[src/rtl/instr_fetch_if.sv]
// Fetch-side bus bundle: hazard controls in, instruction memory port, and the
// IF/ID register outputs plus status toward the decoder.
interface instr_fetch_if;
    logic        stall;
    logic        flush;
    logic        redirect_valid;
    logic [31:0] redirect_target;
    logic [31:0] imem_addr;
    logic [31:0] imem_data;
    logic        if_id_valid;
    logic [31:0] if_id_instr;
    logic [31:0] if_id_pc;
    logic [31:0] if_id_pc_plus4;
    logic        misalign_fault;
    logic        range_fault;
    logic        halted;
    logic [31:0] fetch_count;

    modport master (
        input  stall, flush, redirect_valid, redirect_target, imem_data,
        output imem_addr, if_id_valid, if_id_instr, if_id_pc, if_id_pc_plus4,
               misalign_fault, range_fault, halted, fetch_count
    );

    modport slave (
        output stall, flush, redirect_valid, redirect_target, imem_data,
        input  imem_addr, if_id_valid, if_id_instr, if_id_pc, if_id_pc_plus4,
               misalign_fault, range_fault, halted, fetch_count
    );
endinterface

[src/rtl/instr_fetch_unit.sv]
// Program counter and IF/ID pipeline register in front of a single-cycle
// instruction memory, with stall/flush/redirect handling and sticky faults.
module instr_fetch_unit #(
    parameter logic [31:0] RESET_PC   = 32'h0000_0000,
    parameter int unsigned IMEM_BYTES = 512,
    parameter logic [31:0] NOP_INSTR  = 32'h0000_0013
) (
    input  logic            clk,
    input  logic            rst_n,
    instr_fetch_if.master   bus
);

    typedef enum logic [1:0] {BOOT, RUN, HALT} state_e;

    localparam logic [31:0] LAST_FETCH = 32'(IMEM_BYTES - 4);

    state_e      state_q, state_d;
    logic [31:0] pc_q, pc_d;
    logic        valid_q, valid_d;
    logic [31:0] instr_q, instr_d;
    logic [31:0] id_pc_q, id_pc_d;
    logic [31:0] id_pc4_q, id_pc4_d;
    logic        misalign_q, misalign_d;
    logic        range_q, range_d;
    logic        halted_q, halted_d;
    logic [31:0] count_q, count_d;

    logic [31:0] pc_plus4;
    logic [31:0] redirect_pc;
    logic        redirect_misaligned;

    assign pc_plus4            = pc_q + 32'd4;
    assign redirect_pc         = {bus.redirect_target[31:2], 2'b00};
    assign redirect_misaligned = (bus.redirect_target[1:0] != 2'b00);

    always_comb begin
        // NOTE: every _d takes its held value first, so no path leaves one unassigned and no latch is inferred.
        state_d    = state_q;
        pc_d       = pc_q;
        valid_d    = valid_q;
        instr_d    = instr_q;
        id_pc_d    = id_pc_q;
        id_pc4_d   = id_pc4_q;
        misalign_d = misalign_q;
        range_d    = range_q;
        count_d    = count_q;

        unique case (state_q)
            BOOT: state_d = RUN;
            RUN: begin
                if (bus.redirect_valid) begin
                    pc_d       = redirect_pc;
                    misalign_d = misalign_q | redirect_misaligned;
                    valid_d    = 1'b0;
                    instr_d    = NOP_INSTR;
                end else if (bus.flush) begin
                    pc_d    = pc_plus4;
                    valid_d = 1'b0;
                    instr_d = NOP_INSTR;
                end else if (bus.stall) begin
                    pc_d = pc_q;
                end else if (pc_q <= LAST_FETCH) begin
                    pc_d     = pc_plus4;
                    valid_d  = 1'b1;
                    instr_d  = bus.imem_data;
                    id_pc_d  = pc_q;
                    id_pc4_d = pc_plus4;
                    count_d  = count_q + 32'd1;
                end else begin
                    // Out-of-range fetch: park on the offending pc until redirected.
                    range_d = 1'b1;
                    valid_d = 1'b0;
                    instr_d = NOP_INSTR;
                    state_d = HALT;
                end
            end
            HALT: begin
                valid_d = 1'b0;
                instr_d = NOP_INSTR;
                if (bus.redirect_valid) begin
                    pc_d       = redirect_pc;
                    misalign_d = misalign_q | redirect_misaligned;
                    state_d    = RUN;
                end
            end
            default: state_d = BOOT;
        endcase

        halted_d = (state_d == HALT);
    end

    // NOTE: sequential state uses non-blocking assignments so every flop samples pre-edge values.
    always_ff @(posedge clk or negedge rst_n) begin
        if (!rst_n) begin
            state_q    <= BOOT;
            pc_q       <= RESET_PC;
            valid_q    <= 1'b0;
            instr_q    <= NOP_INSTR;
            id_pc_q    <= '0;
            id_pc4_q   <= '0;
            misalign_q <= 1'b0;
            range_q    <= 1'b0;
            halted_q   <= 1'b0;
            count_q    <= '0;
        end else begin
            state_q    <= state_d;
            pc_q       <= pc_d;
            valid_q    <= valid_d;
            instr_q    <= instr_d;
            id_pc_q    <= id_pc_d;
            id_pc4_q   <= id_pc4_d;
            misalign_q <= misalign_d;
            range_q    <= range_d;
            halted_q   <= halted_d;
            count_q    <= count_d;
        end
    end

    assign bus.imem_addr      = pc_q;
    assign bus.if_id_valid    = valid_q;
    assign bus.if_id_instr    = instr_q;
    assign bus.if_id_pc       = id_pc_q;
    assign bus.if_id_pc_plus4 = id_pc4_q;
    assign bus.misalign_fault = misalign_q;
    assign bus.range_fault    = range_q;
    assign bus.halted         = halted_q;
    assign bus.fetch_count    = count_q;

endmodule

[src/flat_wrapper.sv]
// flat-port wrapper written by rule: the top's interface ports become plain ports
module instr_fetch_unit_flat 
#(
    parameter logic [31:0] RESET_PC   = 32'h0000_0000,
    parameter int unsigned IMEM_BYTES = 512,
    parameter logic [31:0] NOP_INSTR  = 32'h0000_0013
)
  (clk, rst_n, bus_stall, bus_flush, bus_redirect_valid, bus_redirect_target, bus_imem_data, bus_imem_addr, bus_if_id_valid, bus_if_id_instr, bus_if_id_pc, bus_if_id_pc_plus4, bus_misalign_fault, bus_range_fault, bus_halted, bus_fetch_count);
  instr_fetch_if bus_i ();
  input  logic clk;
  input  logic rst_n;
  input wire logic [$bits(bus_i.stall)-1:0] bus_stall;
  input wire logic [$bits(bus_i.flush)-1:0] bus_flush;
  input wire logic [$bits(bus_i.redirect_valid)-1:0] bus_redirect_valid;
  input wire logic [$bits(bus_i.redirect_target)-1:0] bus_redirect_target;
  input wire logic [$bits(bus_i.imem_data)-1:0] bus_imem_data;
  output wire logic [$bits(bus_i.imem_addr)-1:0] bus_imem_addr;
  output wire logic [$bits(bus_i.if_id_valid)-1:0] bus_if_id_valid;
  output wire logic [$bits(bus_i.if_id_instr)-1:0] bus_if_id_instr;
  output wire logic [$bits(bus_i.if_id_pc)-1:0] bus_if_id_pc;
  output wire logic [$bits(bus_i.if_id_pc_plus4)-1:0] bus_if_id_pc_plus4;
  output wire logic [$bits(bus_i.misalign_fault)-1:0] bus_misalign_fault;
  output wire logic [$bits(bus_i.range_fault)-1:0] bus_range_fault;
  output wire logic [$bits(bus_i.halted)-1:0] bus_halted;
  output wire logic [$bits(bus_i.fetch_count)-1:0] bus_fetch_count;
  assign bus_i.stall = bus_stall;
  assign bus_i.flush = bus_flush;
  assign bus_i.redirect_valid = bus_redirect_valid;
  assign bus_i.redirect_target = bus_redirect_target;
  assign bus_i.imem_data = bus_imem_data;
  assign bus_imem_addr = bus_i.imem_addr;
  assign bus_if_id_valid = bus_i.if_id_valid;
  assign bus_if_id_instr = bus_i.if_id_instr;
  assign bus_if_id_pc = bus_i.if_id_pc;
  assign bus_if_id_pc_plus4 = bus_i.if_id_pc_plus4;
  assign bus_misalign_fault = bus_i.misalign_fault;
  assign bus_range_fault = bus_i.range_fault;
  assign bus_halted = bus_i.halted;
  assign bus_fetch_count = bus_i.fetch_count;
  instr_fetch_unit #(.RESET_PC(RESET_PC), .IMEM_BYTES(IMEM_BYTES), .NOP_INSTR(NOP_INSTR)) u_core (.clk(clk), .rst_n(rst_n), .bus(bus_i));
endmodule
[config.mk]
export PLATFORM = sky130hd
export DESIGN_NAME = instr_fetch_unit_flat
export DESIGN_NICKNAME = d
export VERILOG_FILES = /design/src/rtl/instr_fetch_if.sv /design/src/rtl/instr_fetch_unit.sv /design/src/flat_wrapper.sv
export SDC_FILE = /design/constraint.sdc
export NUM_CORES = 1
export LEC_CHECK = 0
export CORE_MARGIN = 1.5
export CORE_UTILIZATION = 30
export DETAILED_ROUTE_END_ITERATION = 6
export GPL_TIMING_DRIVEN = 0
export SYNTH_ARGS = -nofsm -noshare
export SYNTH_HDL_FRONTEND = slang
export SYNTH_SLANG_ARGS = --single-unit
[constraint.sdc]
create_clock -name clk -period 2.9 [get_ports clk]
set_input_delay 0.29 -clock clk [delete_from_list [all_inputs] [get_ports clk]]
set_output_delay 0.29 -clock clk [all_outputs]
set_load 0.005 [all_outputs]
==> impl_metrics.py, run 1 <==
metrics = {
    "status": {
        "status": "complete, no violations",
    },
    "critical_path": {
        "rr_worst_depth": 7,
        "start_kind": "flop",
        "cp.required_ns": 3.20,
        "crit_arrival_ns": 2.89,
        "crit_chain": "ha_1 -> nand4_2 -> or4_1 -> or2_0 -> buf_2 -> o32ai_1 -> a21oi_1",
        "startpoint": "u_core.bus.imem_addr[3]",
        "crit_path_end_kind": "flop",
        "critical_path_cell_count": 7,
        "cpMaxStageDelayCell": "or4_1",
        "cp_max_fo": 8,
        "r2r_start": "u_core.bus.imem_addr[3]",
        "cp-endpoint": "u_core.bus.imem_addr[28]",
        "cp.buffers_inverters": 1,
        "r2r_end": "u_core.bus.imem_addr[28]",
        "cp_top_family": "simple AND/OR/NAND/NOR gates",
        "reg2reg_slack_ns": 0.31,
        "crit_type": "flop to flop",
        "worst_path_largest_cell_delay_ns": 0.61,
    },
    "logic_synthesis": {
        "yosys.area_share.xor_xnor": 0.0444,
        "synthArstFlopShare": 1.00,
        "synth_area_leader_cell": "dfrtp_1",
        "synth_area_um2": 7100,
        "synth_seq_cells": 160,
        "synth_flop_cell": "dfrtp_1",
        "synth_mux_area_frac": 0.0173,
        "synth_compound_area_frac": 0.149,
        "synth_area_leaders": "dfrtp_1, nor2b_1, a22o_1",
        "yosys.area_share.simple": 0.169,
        "synthAdderAreaFrac": 0.0123,
        "syn_inst": 649,
        "synth_top_family_by_area": "simple AND/OR/NAND/NOR gates",
        "synth_warnings": 0,
        "syn_area_per_cell_um2": 10.9,
        "synth_edf_count": 0,
        "synth_top_cell_area_share": 0.553,
        "ys_seq_area_frac": 0.564,
        "synthDistinctLibCells": 58,
    },
    "power": {
        "powerDensity_nw_per_um2": 711,
        "leakage_uw": 0.00460,
        "p_clk_frac": 0.323,
        "power_uw": 7430,
        "peakVddDrop_uv": 338,
        "power_frac_comb": 0.296,
        "p_seq_frac": 0.381,
        "p_switching_uw": 2600,
        "netSwitchingFraction": 0.350,
        "p_int_uw": 4830,
    },
    "final_layout": {
        "final_nets": 976,
        "final_common_cell": "clkdlybuf4s50_1",
        "final_layout_size_suffix_gt1_frac": 0.0964,
        "fill_cells": 2232,
        "area.growth.synth_to_final_pct": 47.1,
        "diodes": 0,
        "final_cell_mix": "clkdlybuf4s50_1, dfrtp_1, nor2b_1",
        "final_area_um2": 10500,
    },
    "timing": {
        "setup_tns_ns": 0,
        "finalHoldViolCount": 0,
        "slew_headroom": 0.503,
        "rsz0062_at_grt": "false",
        "tightest_slew_ns": 0.745,
        "report.final.slew_viol_count": 0,
        "fmax_ghz": 0.386,
        "setup_viol": 0,
        "fin_crit_sh": 0.892,
        "post-route-min-period_ns": 2.59,
        "skew_ns": 0.0132,
        "whs_ns": 0.364,
    },
    "global_routing": {
        "grt_max_degree": 93,
        "grt_pass1_vias": 5820,
        "grt_remaining_overflow": 0,
        "grt_pass1_wl_mm": 33.2,
        "antenna_found_initial": 0,
        "grt_use_total": 0.173,
    },
    "floorplanning": {
        "rows": 56,
        "die_h_um": 157,
        "start_util": 0.304,
        "die_w_um": 157,
        "dieArea_um2": 24600,
        "core_area_um2": 23300,
        "io_pins": 233,
    },
    "place": {
        "placed_area_um2": 9820,
        "gp_routability_congestion": 0.845,
        "port_buffers": 226,
        "dp_hpwl_mm": 15.1,
    },
    "clock_network": {
        "clkSlewWorstSetupHoldPaths_ns": 0.07,
        "clk_latency_ns": 0.42,
        "clock_sinks": 160,
        "cts_max_level": 4,
        "numCtsBuffers": 17,
        "root_buffer": "clkbuf_16",
        "cts_buffer_depth": 2,
        "tritoncts": "yes",
    },
    "routing": {
        "firstDrtPassIters": 5,
        "wl_per_cell_um": 17.1,
        "drt_iter0_drc": 335,
        "vias_per_cell": 4.90,
        "routed_wl_mm": 21.0,
        "remaining_drc_errors": 0,
        "drt.antenna.violating_nets": 0,
        "num_vias": 6039,
    },
    "worst_hold_path": {
        "worstHoldPathType": "primary input to flop",
    },
    "run": {
        "cap_violations": 0,
    },
}
[repair_timing]
| item | CTS | global route |
|---|---|---|
| setup buffers | 0 | 0 |
| endpoints found under the setup margin | 0 | 10 |
| hold buffers | 1 | 0 |
| gates resized for setup | 0 | 1 |
| endpoints found under the hold margin | 90 | 0 |
[cell usage after synthesis (3+ instances only)]
library cell and number:
nand2_1 38, nor4_1 7, nor2b_1 50, buf_2 15
o32ai_1 3, a211oi_1 3, or3_1 5, o22ai_1 10
and4_1 7, clkbuf_1 16, ha_1 7, and3_1 12
nor2_1 22, nand2b_1 3, o31ai_1 8, or4_1 3
a21oi_1 35, xor2_1 15, dfstp_2 3, inv_1 14
nand3_1 28, o21ai_0 24, nand4_1 18, mux2_2 10
xnor2_1 21, nor3_1 8, buf_4 14, a31oi_1 29
a22o_1 30, dfrtp_1 157
[metal layers]
| metal | routed length [µm] | GRT usage |
|---|---|---|
| met5 | 0 | 0 |
| met2 | 9710 | 0.265 |
| met1 | 9700 | 0.245 |
| met3 | 1400 | 0.0385 |
| met4 | 242 | 0.0494 |
[sequential cells by signal (all words and copies together), names as in the netlist]
name,cells
u_core.bus.fetch_count,32
u_core.bus.if_id_instr,32
u_core.bus.if_id_pc,30
u_core.bus.if_id_pc_plus4,30
u_core.bus.imem_addr,30
u_core.state_q,2
u_core.bus.halted,1
u_core.bus.if_id_valid,1
u_core.bus.misalign_fault,1
u_core.bus.range_fault,1
[power groups by stage]
stage / clock (µW) / combinational [µW] / sequential [µW]
2_1_floorplan: 0 / 1200 / 2760
3_3_place_gp: 0 / 2170 / 2860
3_5_place_dp: 0 / 2200 / 2860
4_1_cts: 2460 / 2210 / 2820
5_1_grt: 2550 / 2430 / 2860
6_report: 2400 / 2200 / 2830
[worst register-to-register path: stages, from the launching register on]
cell	delay, ns
dfrtp_1	0.51
ha_1	0.37
nand4_2	0.22
or4_1	0.61
or2_0	0.22
buf_2	0.19
o32ai_1	0.25
a21oi_1	0.11
[cell families after synthesis]
family / after synthesis
AND/OR/NAND/NOR: 214
flip-flops: 160
AO/OA/AOI/OAI: 158
buffers and inverters: 62
XOR/XNOR: 36
multiplexers: 11
adder cells (fa/ha/maj): 7
other: 1
[metrics by stage]
| stage | util | setup WS [ns] | cells |
|---|---|---|---|
| after floorplan | - | 0.764 | 654 |
| after global placement | 0.419 | -5.36 | 1199 |
| after detailed placement | 0.421 | 0.0751 | 1200 |
| after CTS | 0.448 | 0.169 | 1233 |
| after global routing | 0.448 | 0.128 | 1232 |
| final | 0.448 | 0.312 | 1232 |
[cell type report]
cell class	count	area, µm²	share of cell area
flip-flops and latches	160	4010	0.383
clock inverters	15	199	0.0190
clock buffers	17	425	0.0407
repair buffers	228	2300	0.221
well taps	319	399	0.0382
multi-input cells	432	2810	0.269
plain buffers	47	251	0.0241
inverters	14	52.6	0.00503
[worst min-delay path by stage]
stage,startpoint,endpoint,slack (ns),depth (start not counted)
final,bus_imem_data[1],u_core.bus.if_id_instr[1],0.36,3
after global routing,bus_imem_data[1],u_core.bus.if_id_instr[1],0.36,3
after CTS,bus_imem_data[1],u_core.bus.if_id_instr[1],0.35,3
after detailed placement,rst_n,u_core.bus.fetch_count[15],0.38,1
after global placement,u_core.bus.misalign_fault,u_core.bus.misalign_fault,0.46,1
after floorplan,rst_n,u_core.bus.fetch_count[0],-0.006,0
(Power assumes the default switching activity.)
==> run 2, diff against run 1 <==
--- a/config.mk
+++ b/config.mk
@@ -7,6 +7,7 @@
 export LEC_CHECK = 0
 export CORE_MARGIN = 1.5
 export CORE_UTILIZATION = 30
+export CTS_CLUSTER_SIZE = 10
 export DETAILED_ROUTE_END_ITERATION = 6
 export GPL_TIMING_DRIVEN = 0
 export SYNTH_ARGS = -nofsm -noshare
==> constraint.sdc (replaced) <==
create_clock -name clk -period 2.9 [get_ports clk]
set_input_delay 0.29 -clock clk [delete_from_list [all_inputs] [get_ports clk]]
set_output_delay 0.29 -clock clk [all_outputs]
set_load 0.05 [all_outputs]
==> results of run 2 <==
The final DEF is identical to that of run 1. Status: complete, no violations.
Among the figures that moved: total power 7430 µW -> 8190 µW; worst IR drop on VDD 338 µV -> 585 µV
